[config.mk]
export PLATFORM = sky130hd
export DESIGN_NAME = cpu_program_loader
export DESIGN_NICKNAME = d
export VERILOG_FILES = /design/src/rtl/cpu_program_loader.sv
export SDC_FILE = /design/constraint.sdc
export NUM_CORES = 1
export LEC_CHECK = 0
export CAP_MARGIN = 20
export CELL_PAD_IN_SITES_DETAIL_PLACEMENT = 2
export CELL_PAD_IN_SITES_GLOBAL_PLACEMENT = 2
export CORE_ASPECT_RATIO = 1.1
export CORE_MARGIN = 10
export CORE_UTILIZATION = 30
export DETAILED_ROUTE_END_ITERATION = 12
export GPL_TIMING_DRIVEN = 0
export PLACE_DENSITY = 0.76
export SYNTH_ARGS = -nofsm -noshare
export SYNTH_HDL_FRONTEND = slang
export SYNTH_SLANG_ARGS = --single-unit
[constraint.sdc]
create_clock -name clk -period 2.4 [get_ports clk]
set_input_delay 0.36 -clock clk [delete_from_list [all_inputs] [get_ports clk]]
set_output_delay 0.36 -clock clk [all_outputs]
set_load 0.005 [all_outputs]
[src/rtl/cpu_program_loader.sv]
// cpu_program_loader
//   Receives bytes from uart_rx, assembles them little-endian into
//   WORD_BYTES-wide words and writes data words into instruction RAM while
//   a load session holds the CPU paused. Command words (top byte 0xFF) open
//   and close sessions and relocate the write address.
//
//   Optional feature macro: LOADER_CHECKSUM_EN
//     Defined   - an 8-bit XOR over every byte of every data word in the
//                 session is compared with the low byte K of END_*. A
//                 mismatch flags load_error and suppresses reset_PC.
//     Undefined - K is ignored. load_error reports address overflow only.
//
// Ports
//   clk, rst            clock, synchronous active-high reset
//   HALT_flag           CPU halted; low acts as a soft reset of the loader
//   packet_ready        byte valid from uart_rx
//   uart_packet[7:0]    received byte
//   packet_ack          four-phase byte-consumed handshake back to uart_rx
//   data_ack            iRAM accepted the current write
//   PC_addr             CPU program counter, watched while PC reset pending
//   cpu_paused          load session active, CPU must not run
//   reset_PC            request to clear the PC
//   iRAM_write_enable   iRAM write strobe
//   extern_iRAM_addr    iRAM write address
//   iRAM_data_in        iRAM write data
//   load_error          sticky session error
//   words_loaded        data words written in this session
module cpu_program_loader #(
   parameter int WORD_BYTES = 3,
   parameter int ADDR_W     = 8
) (
   input  logic                    clk,
   input  logic                    rst,
   input  logic                    HALT_flag,
   input  logic                    packet_ready,
   input  logic [7:0]              uart_packet,
   output logic                    packet_ack,
   input  logic                    data_ack,
   input  logic [ADDR_W-1:0]       PC_addr,
   output logic                    cpu_paused,
   output logic                    reset_PC,
   output logic                    iRAM_write_enable,
   output logic [ADDR_W-1:0]       extern_iRAM_addr,
   output logic [8*WORD_BYTES-1:0] iRAM_data_in,
   output logic                    load_error,
   output logic [ADDR_W:0]         words_loaded
);

   localparam int W     = 8 * WORD_BYTES;
   localparam int CNT_W = $clog2(WORD_BYTES);

   typedef enum logic [1:0] {S_IDLE, S_DECODE, S_WRITE, S_FINISH} state_t;

   state_t            state_q;
   logic [CNT_W-1:0]  byte_cnt_q;
   logic [W-1:0]      word_q;
   logic              packet_ack_q;
   logic              session_q;
   logic              full_q;
   logic [ADDR_W-1:0] addr_q;
   logic [W-1:0]      data_q;
   logic              we_q;
   logic              cpu_paused_q;
   logic              reset_pc_q;
   logic              load_error_q;
   logic [ADDR_W:0]   words_q;

   // Command classification of the assembled word.
   logic is_cmd, is_start, is_set_addr, is_end_reset, is_end_keep;
   assign is_cmd       = (word_q[W-1 -: 8] == 8'hFF);
   assign is_start     = is_cmd && (word_q[W-9 -: 8] == 8'h00);
   assign is_set_addr  = is_cmd && (word_q[W-9 -: 8] == 8'hA0);
   assign is_end_reset = is_cmd && (word_q[W-9 -: 8] == 8'hFF);
   assign is_end_keep  = is_cmd && (word_q[W-9 -: 8] == 8'hF0);

   logic checksum_ok;
`ifdef LOADER_CHECKSUM_EN
   logic [7:0] checksum_q;
   logic [7:0] checksum_d;
   logic [7:0] byte_xor [WORD_BYTES+1];

   // XOR fold of all bytes of the word currently being decoded.
   assign byte_xor[0] = 8'h00;
   for (genvar gi = 0; gi < WORD_BYTES; gi++) begin : g_xor
      assign byte_xor[gi+1] = byte_xor[gi] ^ word_q[gi*8 +: 8];
   end
   assign checksum_d  = checksum_q ^ byte_xor[WORD_BYTES];
   assign checksum_ok = (word_q[7:0] == checksum_q);
`else
   assign checksum_ok = 1'b1;
`endif

   always_ff @(posedge clk) begin
      if (rst) begin
         state_q      <= S_IDLE;
         byte_cnt_q   <= '0;
         word_q       <= '0;
         packet_ack_q <= 1'b0;
         session_q    <= 1'b0;
         full_q       <= 1'b0;
         addr_q       <= '0;
         data_q       <= '0;
         we_q         <= 1'b0;
         cpu_paused_q <= 1'b0;
         reset_pc_q   <= 1'b0;
         load_error_q <= 1'b0;
         words_q      <= '0;
`ifdef LOADER_CHECKSUM_EN
         checksum_q   <= 8'h00;
`endif
      end else if (!HALT_flag) begin
         // Soft reset: a pending write is abandoned without advancing the
         // address; error flag, word count and address survive.
         state_q      <= S_IDLE;
         byte_cnt_q   <= '0;
         packet_ack_q <= 1'b0;
         session_q    <= 1'b0;
         we_q         <= 1'b0;
         cpu_paused_q <= 1'b0;
         reset_pc_q   <= 1'b0;
      end else begin
         // Handshake release runs in every state so uart_rx never stalls.
         if (packet_ack_q && !packet_ready)
            packet_ack_q <= 1'b0;

         case (state_q)
            S_IDLE: begin
               if (packet_ready && !packet_ack_q) begin
                  // Shift in from the top: after WORD_BYTES bytes the
                  // first byte sits in bits [7:0].
                  word_q       <= {uart_packet, word_q[W-1:8]};
                  packet_ack_q <= 1'b1;
                  if (byte_cnt_q == CNT_W'(WORD_BYTES - 1)) begin
                     byte_cnt_q <= '0;
                     state_q    <= S_DECODE;
                  end else begin
                     byte_cnt_q <= byte_cnt_q + CNT_W'(1);
                  end
               end
            end

            S_DECODE: begin
               state_q <= S_IDLE;
               if (is_start) begin
                  session_q    <= 1'b1;
                  cpu_paused_q <= 1'b1;
                  addr_q       <= '0;
                  full_q       <= 1'b0;
                  words_q      <= '0;
                  load_error_q <= 1'b0;
`ifdef LOADER_CHECKSUM_EN
                  checksum_q   <= 8'h00;
`endif
               end else if (session_q) begin
                  if (is_set_addr) begin
                     addr_q <= word_q[ADDR_W-1:0];
                     full_q <= 1'b0;
                  end else if (is_end_reset || is_end_keep) begin
                     session_q  <= 1'b0;
                     reset_pc_q <= is_end_reset && checksum_ok;
                     if (!checksum_ok)
                        load_error_q <= 1'b1;
                     state_q    <= S_FINISH;
                  end else begin
`ifdef LOADER_CHECKSUM_EN
                     checksum_q <= checksum_d;
`endif
                     if (full_q) begin
                        load_error_q <= 1'b1;
                     end else begin
                        data_q  <= word_q;
                        we_q    <= 1'b1;
                        state_q <= S_WRITE;
                     end
                  end
               end
            end

            S_WRITE: begin
               if (data_ack) begin
                  we_q    <= 1'b0;
                  words_q <= words_q + (ADDR_W+1)'(1);
                  // The top address is written once, then the loader
                  // refuses further data instead of wrapping to 0.
                  if (&addr_q)
                     full_q <= 1'b1;
                  else
                     addr_q <= addr_q + ADDR_W'(1);
                  state_q <= S_IDLE;
               end
            end

            S_FINISH: begin
               if (!reset_pc_q || (PC_addr == '0)) begin
                  cpu_paused_q <= 1'b0;
                  reset_pc_q   <= 1'b0;
                  state_q      <= S_IDLE;
               end
            end

            default: state_q <= S_IDLE;
         endcase
      end
   end

   assign packet_ack        = packet_ack_q;
   assign cpu_paused        = cpu_paused_q;
   assign reset_PC          = reset_pc_q;
   assign iRAM_write_enable = we_q;
   assign extern_iRAM_addr  = addr_q;
   assign iRAM_data_in      = data_q;
   assign load_error        = load_error_q;
   assign words_loaded      = words_q;

endmodule

# Word-level counts from Yosys, hierarchy flattened
# Cells that the tools add are included.
# word_totals
register_bits	76
out_inout_bits	46
inputBits	21
elab_cells	130
# op_classes
n_reduce_logical	31
n_bitwise	5
addsub	3
n_mux	53
n_eq_ne	25
# ops
cell	n
$mux W8	5
$eq A8 B8 Y1 const B	4
$ne A2 B2 Y1 const B	15
$mux W1	29
$reduce_and A6 Y1	4
$mux W2	10
$mux W9	2
$pmux W9 S2	1
$logic_not A8 Y1	2
$pmux W8 S2	1
$reduce_and A7 Y1	2
$add A9 B1 Y9 const B	1
$add A8 B1 Y8 const B	1
$pmux W1 S2	4
$pmux W2 S4	1
$reduce_and A4 Y1	2
$reduce_and A8 Y1	1
$reduce_bool A2 Y1	4
$eq A2 B2 Y1 const B	3
$logic_and A1 B1 Y1	6
$ne A3 B3 Y1 const B	2
$reduce_and A3 Y1	2
$not A1 Y1	5
$logic_not A1 Y1	3
6 further kinds	7

# Longest topological paths before layout
# Gate-level depths: netlist (run 1).
# depth
depth_word	8
ltp_mapped	8
ltp_nobuf	6

# Least setup slack after synthesis (run 1)
# No wires, ideal clock.
# synth_timing
path_type	register -> register
start	register word_q[8]
end	register addr_q[2] (netlist: extern_iRAM_addr[2])
slack_ps	223
setup_ps	88
path_buffers	2
t_arrival_ps	2089
period_less_slack_ps	2177
stages_incl_launch_ff	8
required_ps	2312
cell_sequence	dfxtp_1 > or4_1 > buf_2 > o41a_1 > a211oi_4 > buf_6 > nor2_1 > a311oi_2
# synth_between
elab_chain_cells	4
word_cells_on_any_way	9
classes_between	eq/ne: 3; mux: 2; reduce/logical: 4
# synth_lines
item	line_no	rtl
from (decl)	56	logic [W-1:0] word_q;
from (signal assigned)	131	word_q <= {uart_packet, word_q[W-1:8]};
$eq A8 B8 Y1 or $logic_not A8 Y1 (tied branches)	72, 71	
$logic_and A1 B1 Y1, on equally long branches	72, 71	
$ne A3 B3 Y1 (no source line) or $mux W8 (tied branches)	--	
$reduce_and A6 Y1 (no source line) or $pmux W8 S2 (tied branches)	--	
to (signal assigned)	156	addr_q <= word_q[ADDR_W-1:0];
to (signal assigned)	188	addr_q <= addr_q + ADDR_W'(1);
to (decl)	60	logic [ADDR_W-1:0] addr_q;
# Parallel ways exist; a longest one is shown, timed or not.
# A chain may end at the register's enable or synchronous reset.

# Worst setup path after layout (run 1)
# Ends and elaborated chain as after synthesis.

==> results of run 1 <==
## synth_stat cells (2+ instances only)
cell / n / area share
a211oi_1: 4 / 0.0088
nor2b_1: 2 / 0.0037
a311oi_1: 2 / 0.0051
nand2b_1: 3 / 0.0055
mux2i_1: 24 / 0.070
buf_6: 3 / 0.0099
o21ai_0: 8 / 0.012
nand2_1: 118 / 0.13
a31oi_1: 5 / 0.0092
nor4_1: 4 / 0.0073
nor2_1: 24 / 0.026
clkbuf_1: 21 / 0.023
or2_2: 2 / 0.0037
nand4_1: 6 / 0.011
inv_1: 4 / 0.0044
buf_2: 2 / 0.0029
or4_1: 6 / 0.013
o31ai_1: 5 / 0.011
and2_1: 2 / 0.0037
a311oi_2: 2 / 0.0088
ha_1: 2 / 0.0073
nor3_1: 6 / 0.0088
a21oi_1: 45 / 0.066
and3_1: 4 / 0.0073
dfxtp_1: 76 / 0.45
nand3_1: 9 / 0.013
o21a_1: 2 / 0.0044
xor2_1: 4 / 0.010
## per-stage QoR
stage	setup TNS [ns]	util	hold slack, ns
after floorplan	0	-	0.442
after global placement	-1.88	0.386	0.447
after detailed placement	-2.20	0.386	0.455
after CTS	0	0.423	0.462
after global routing	-0.0339	0.428	0.489
final	0	0.428	0.457
## metal layers
| metal | vias to the layer above | routed length (um) |
|---|---|---|
| li1 | 1637 | - |
| met1 | 1684 | 5180 |
| met2 | 48 | 6000 |
| met3 | 14 | 400 |
| met4 | 0 | 186 |
| met5 | - | 0 |
## worst register-to-register path, stage by stage, from the launching register on
cell	delay [ns]
dfxtp_2	0.34
or4_4	0.53
buf_6	0.15
o41a_1	0.43
a211oi_4	0.32
buf_6	0.19
nor2_1	0.06
a311oi_2	0.24
## logic make-up (layout without fill, tap and decap cells)
family,Yosys count,count (layout),share of synthesized area
and+or+nand+nor,196,196,0.263
AOI/OAI and AO/OA,85,85,0.160
DFF,76,76,0.446
buffers and inverters,31,119,0.0414
muxes,24,24,0.0704
xor gates and xnor gates,5,5,0.0128
adders and majority gates,2,2,0.00733
## where the power goes
part | internal [mW] | switching, mW
logic | 0.0519 | 0.0761
registers | 1.27 | 0.0144
clock network | 1.02 | 0.573
total | 2.34 | 0.663
## registers in the layout, indices dropped and copies added, names as in the netlist
name,flops
cpu_paused,1
load_error,1
reset_PC,1
packet_ack,1
iRAM_write_enable,1
full_q,1
iRAM_data_in,24
byte_cnt_q,2
state_q,2
words_loaded,9
word_q,24
session_q,1
extern_iRAM_addr,8
## timing repair
item,in CTS,in global routing
pin swaps,3,3
setup buffers,8,2
gates cloned,0,0
hold buffers,0,0
gates resized for setup,4,22
endpoints found under the setup margin,27,51
## how the worst min path moves through the flow
stage	start	slack (ns)	to
final	iRAM_data_in[8]	0.46	iRAM_data_in[8]
after global routing	iRAM_data_in[0]	0.49	iRAM_data_in[0]
after CTS	iRAM_data_in[8]	0.46	iRAM_data_in[8]
after detailed placement	iRAM_data_in[17]	0.45	iRAM_data_in[17]
after global placement	iRAM_data_in[4]	0.45	iRAM_data_in[4]
after floorplan	load_error	0.44	load_error
## layout make-up
cell class                      instances  area (um^2)  share of cell area
Buffer                                 23          123              0.0260
Clock buffer                           10          229              0.0486
Clock inverter                          6          111              0.0236
Inverter                                5         18.8             0.00398
Multi-Input combinational cell        312         1790               0.380
Sequential cell                        76         1530               0.324
Tap cell                              147          184              0.0390
Timing Repair Buffer                   75          729               0.155
==> impl_metrics.json, run 1 <==
{
  "dr.pass1.iters": 4,
  "cts_sinks": 76,
  "required_ns": 2.66,
  "crit_path_end": "extern_iRAM_addr[2]",
  "post_dp_cell_area_mm2": 0.00425,
  "cp.depth": 7,
  "setup_slack_ns": 0.0526,
  "slowest_stage": "or4_4",
  "drtAntennaViolNets": 0,
  "fin_crit_ns": 2.35,
  "path_clk_slew_ns": 0.06,
  "nFillCells": 1252,
  "final_cell_mix": "118 x nand2_1, 73 x dfxtp_1, 65 x clkdlybuf4s50_1, 43 x a21oi_1",
  "reg2reg_slack_ns": 0.05,
  "start_util": 0.310,
  "critPathLaunch": "word_q[8]",
  "syn_area_mm2": 0.00341,
  "setup_violations": 0,
  "use_met3": 0.0356,
  "final_cells": 654,
  "final_common_cell": "nand2_1",
  "io_buffers": 65,
  "num-nets-final": 525,
  "clock_latency_ns": 0.34,
  "busiest_layer": "met2",
  "ir_drop_mv": 0.316,
  "grt_setup_unrepaired": "true",
  "grt_use_met2": 0.257,
  "syn-num-nets": 442,
  "maxCapViolCount": 0,
  "avgRoutedWirePerCell_um": 18.0,
  "min_path_cells": 2,
  "grt_max_degree": 14,
  "die_x_um": 122,
  "r2r_cells": 7,
  "slew_violations": 0,
  "yosys_warnings": 0,
  "hpwl_um": 8710,
  "worstReg2RegStart": "word_q[8]",
  "power_density_mw_per_mm2": 638,
  "ys.flop_type": "dfxtp_1",
  "gp_congestion": 0.773,
  "max_clock_freq_mhz": 426,
  "critPathMostFrequentCell": "buf_6",
  "vias_per_cell": 5.17,
  "synth.distinct_cells": 52,
  "hold_path_class": "reg2reg",
  "die_area_mm2": 0.0160,
  "grt_pass1_vias": 3622,
  "use_met1": 0.172,
  "critPathMaxStageDelay_ns": 0.53,
  "core_region_area_mm2": 0.0110,
  "yosysSeqAreaShare": 0.446,
  "grt_pass1_wl_um": 19400,
  "syn_inst": 419,
  "worstReg2RegEnd": "extern_iRAM_addr[2]",
  "critical_path_class": "reg2reg",
  "crit_family": "compound AO/OA/AOI/OAI gates",
  "gr-total-overflow": 0,
  "fin_crit_sh": 0.978,
  "antenna_found_initial": 0,
  "dp_slack_ns": -0.103,
  "path_cells": "or4_4 > buf_6 > o41a_1 > a211oi_4 > buf_6 > nor2_1 > a311oi_2",
  "routed-via-count": 3383,
  "power.leakage_nw": 1.54,
  "worst_setup_path_start_kind": "flip-flop",
  "worst_slew_pin_slew_ns": 0.735,
  "first_iter_violations": 122,
  "antennaDiodeCount": 0,
  "pin_count": 67,
  "cts.path.max_buffers": 2,
  "async_reset_ff_frac": 0,
  "ctsHtreeMaxLevel": 3,
  "grtUsageTotal": 0.149,
  "cp-end-kind": "flip-flop",
  "relSlewSlack": 0.510,
  "cts_tree": "yes",
  "ys_ff_latch": 76,
  "syn2layout_area_growth_pct": 38.1,
  "die_h_um": 132,
  "dp_cells": 631,
  "numCtsBuffers": 9,
  "route.detailed.drc": 0,
  "root_buffer": "clkbuf_16",
  "rows": 40,
  "final_area_mm2": 0.00471,
  "syn_avg_cell_area_um2": 8.14,
  "totalPowerFinal_mw": 3.01,
  "layout-drive-gt1-share": 0.107,
  "final-hold-violation-count": 0,
  "fin_skew_ns": 0.00848,
  "drt-total-wl_um": 11800,
  "synth-edff-count": 0,
  "critPathBufInv": 2,
  "status": "finished clean",
  "cp_max_fo": 8,
  "worstPathArrival_ns": 2.60
}
(Power assumes the default switching activity.)
==> inputs of run 2 (changes only) <==
- CTS_BUF_LIST: unset -> sky130_fd_sc_hd__clkbuf_16
- RECOVER_POWER: unset -> 50
==> impl_metrics.json, run 2 (synthesis results as in run 1) <==
{
  "dp_slack_ns": -0.103,
  "worstPathArrival_ns": 2.60,
  "die_h_um": 132,
  "drt-total-wl_um": 11800,
  "seq_power_share": 0.428,
  "relSlewSlack": 0.510,
  "pin_count": 67,
  "clockPowerShare": 0.529,
  "route.detailed.drc": 0,
  "ir_drop_mv": 0.316,
  "vias_per_cell": 5.16,
  "slowest_stage": "or4_4",
  "dr.pass1.iters": 4,
  "numCtsBuffers": 9,
  "gp_congestion": 0.773,
  "final-hold-violation-count": 0,
  "setup_slack_ns": 0.0528,
  "cts_hold_repair.buffers": 0,
  "path_clk_slew_ns": 0.06,
  "core_region_area_mm2": 0.0110,
  "antennaDiodeCount": 0,
  "critPathMostFrequentCell": "buf_6",
  "worst_setup_path_start_kind": "flip-flop",
  "post_dp_cell_area_mm2": 0.00425,
  "final_cell_mix": "118 x nand2_1, 73 x dfxtp_1, 45 x dlygate4sd3_1, 43 x a21oi_1",
  "hp-start": "iRAM_data_in[8]",
  "hold_path_class": "reg2reg",
  "status": "finished clean",
  "r2r_cells": 7,
  "first_iter_violations": 125,
  "drtAntennaViolNets": 0,
  "clock_latency_ns": 0.34,
  "maxCapViolCount": 0,
  "power_switching_mw": 0.664,
  "gr-total-overflow": 0,
  "fin_crit_sh": 0.978,
  "rows": 40,
  "setup_violations": 0,
  "start_util": 0.310,
  "path_cells": "or4_4 > buf_6 > o41a_1 > a211oi_4 > buf_6 > nor2_1 > a311oi_2",
  "required_ns": 2.66,
  "cp-end-kind": "flip-flop",
  "cts_tree": "yes",
  "avgRoutedWirePerCell_um": 18.0,
  "num-nets-final": 525,
  "die_area_mm2": 0.0160,
  "min_path_cells": 2,
  "max_clock_freq_mhz": 426,
  "cts.path.max_buffers": 2,
  "critPathMaxStageDelay_ns": 0.53,
  "syn2layout_area_growth_pct": 38.1,
  "layout-drive-gt1-share": 0.107,
  "cts_sinks": 76,
  "io_buffers": 65,
  "root_buffer": "clkbuf_16",
  "hpwl_um": 8710,
  "routed-via-count": 3376,
  "worst_slew_pin_slew_ns": 0.735,
  "final_common_cell": "nand2_1",
  "whs_ns": 0.457,
  "worstReg2RegEnd": "extern_iRAM_addr[2]",
  "swShare": 0.221,
  "final_area_mm2": 0.00471,
  "grtUsageTotal": 0.149,
  "power_density_mw_per_mm2": 637,
  "die_x_um": 122,
  "p_comb_frac": 0.043,
  "ctsHtreeMaxLevel": 3,
  "slew_violations": 0,
  "critical_path_class": "reg2reg",
  "power.leakage_nw": 1.70,
  "antenna_found_initial": 0,
  "p_int_mw": 2.34,
  "reg2reg_slack_ns": 0.05,
  "cp_max_fo": 8,
  "grt_pass1_wl_um": 19400,
  "worstReg2RegStart": "word_q[8]",
  "grt_pass1_vias": 3622,
  "fin_crit_ns": 2.35,
  "grt_max_degree": 14,
  "worstHoldEndpoint": "iRAM_data_in[8]",
  "fin_skew_ns": 0.00837,
  "grt_setup_unrepaired": "true"
}
[run 2: area by class of cell]
cell class                      instances  area, um^2
Clock inverter                          7         115
Tap cell                              147         184
Timing Repair Buffer                   75         729
Sequential cell                        76        1530
Clock buffer                            9         225
Inverter                                5        18.8
Fill cell                            1252        6300
Buffer                                 23         123
Multi-Input combinational cell        312        1790
[run 2: metrics by stage]
step	util	instances	setup TNS, ns	total power [mW]
after CTS	0.423	654	0	3.03
after floorplan	-	419	0	1.37
after global routing	0.428	654	-0.0335	3.11
after global placement	0.386	631	-1.88	1.43
final	0.428	654	0	3.00
after detailed placement	0.386	631	-2.20	1.44
[run 2: worst max-delay path: cells and delay by family, from the launching register on]
kind / cells / cell delay, ns
AOI/OAI and AO/OA: 3 / 0.99
buffers and inverters: 2 / 0.34
and+or+nand+nor: 2 / 0.59
DFF: 1 / 0.34
[run 2: power by group through the flow]
stage	clock network, mW	registers, mW	logic, mW
after global placement	0	1.31	0.122
after global routing	1.68	1.29	0.140
after detailed placement	0	1.31	0.125
after floorplan	0	1.31	0.0610
after CTS	1.62	1.29	0.128
final	1.59	1.29	0.128
[run 2: worst max-delay path by stage]
stage,startpoint,to,slack (ns),cells past startpoint
2_1_floorplan,word_q[8],extern_iRAM_addr[2],0.22,7
6_report,word_q[8],extern_iRAM_addr[2],0.05,7
3_5_place_dp,data_ack,extern_iRAM_addr[2],-0.10,7
5_1_grt,word_q[8],extern_iRAM_addr[2],-0.02,7
4_1_cts,word_q[8],extern_iRAM_addr[4],0.004,7
3_3_place_gp,data_ack,extern_iRAM_addr[1],-0.08,7
[run 2: timing repair]
item,in CTS,in global routing
pin swaps,3,3
resized for setup,4,22
setup buffers,8,2
setup endpoints to repair,27,51
[run 2: layer usage]
metal  part of all wire  GRT usage  vias up  wire [um]
met2               0.51      0.257       45       6010
met4              0.016     0.0544        0        186
met1               0.44      0.172     1683       5200
met3              0.033     0.0356       14        386
met5                  0          0        -          0
li1                   -          -     1634          -
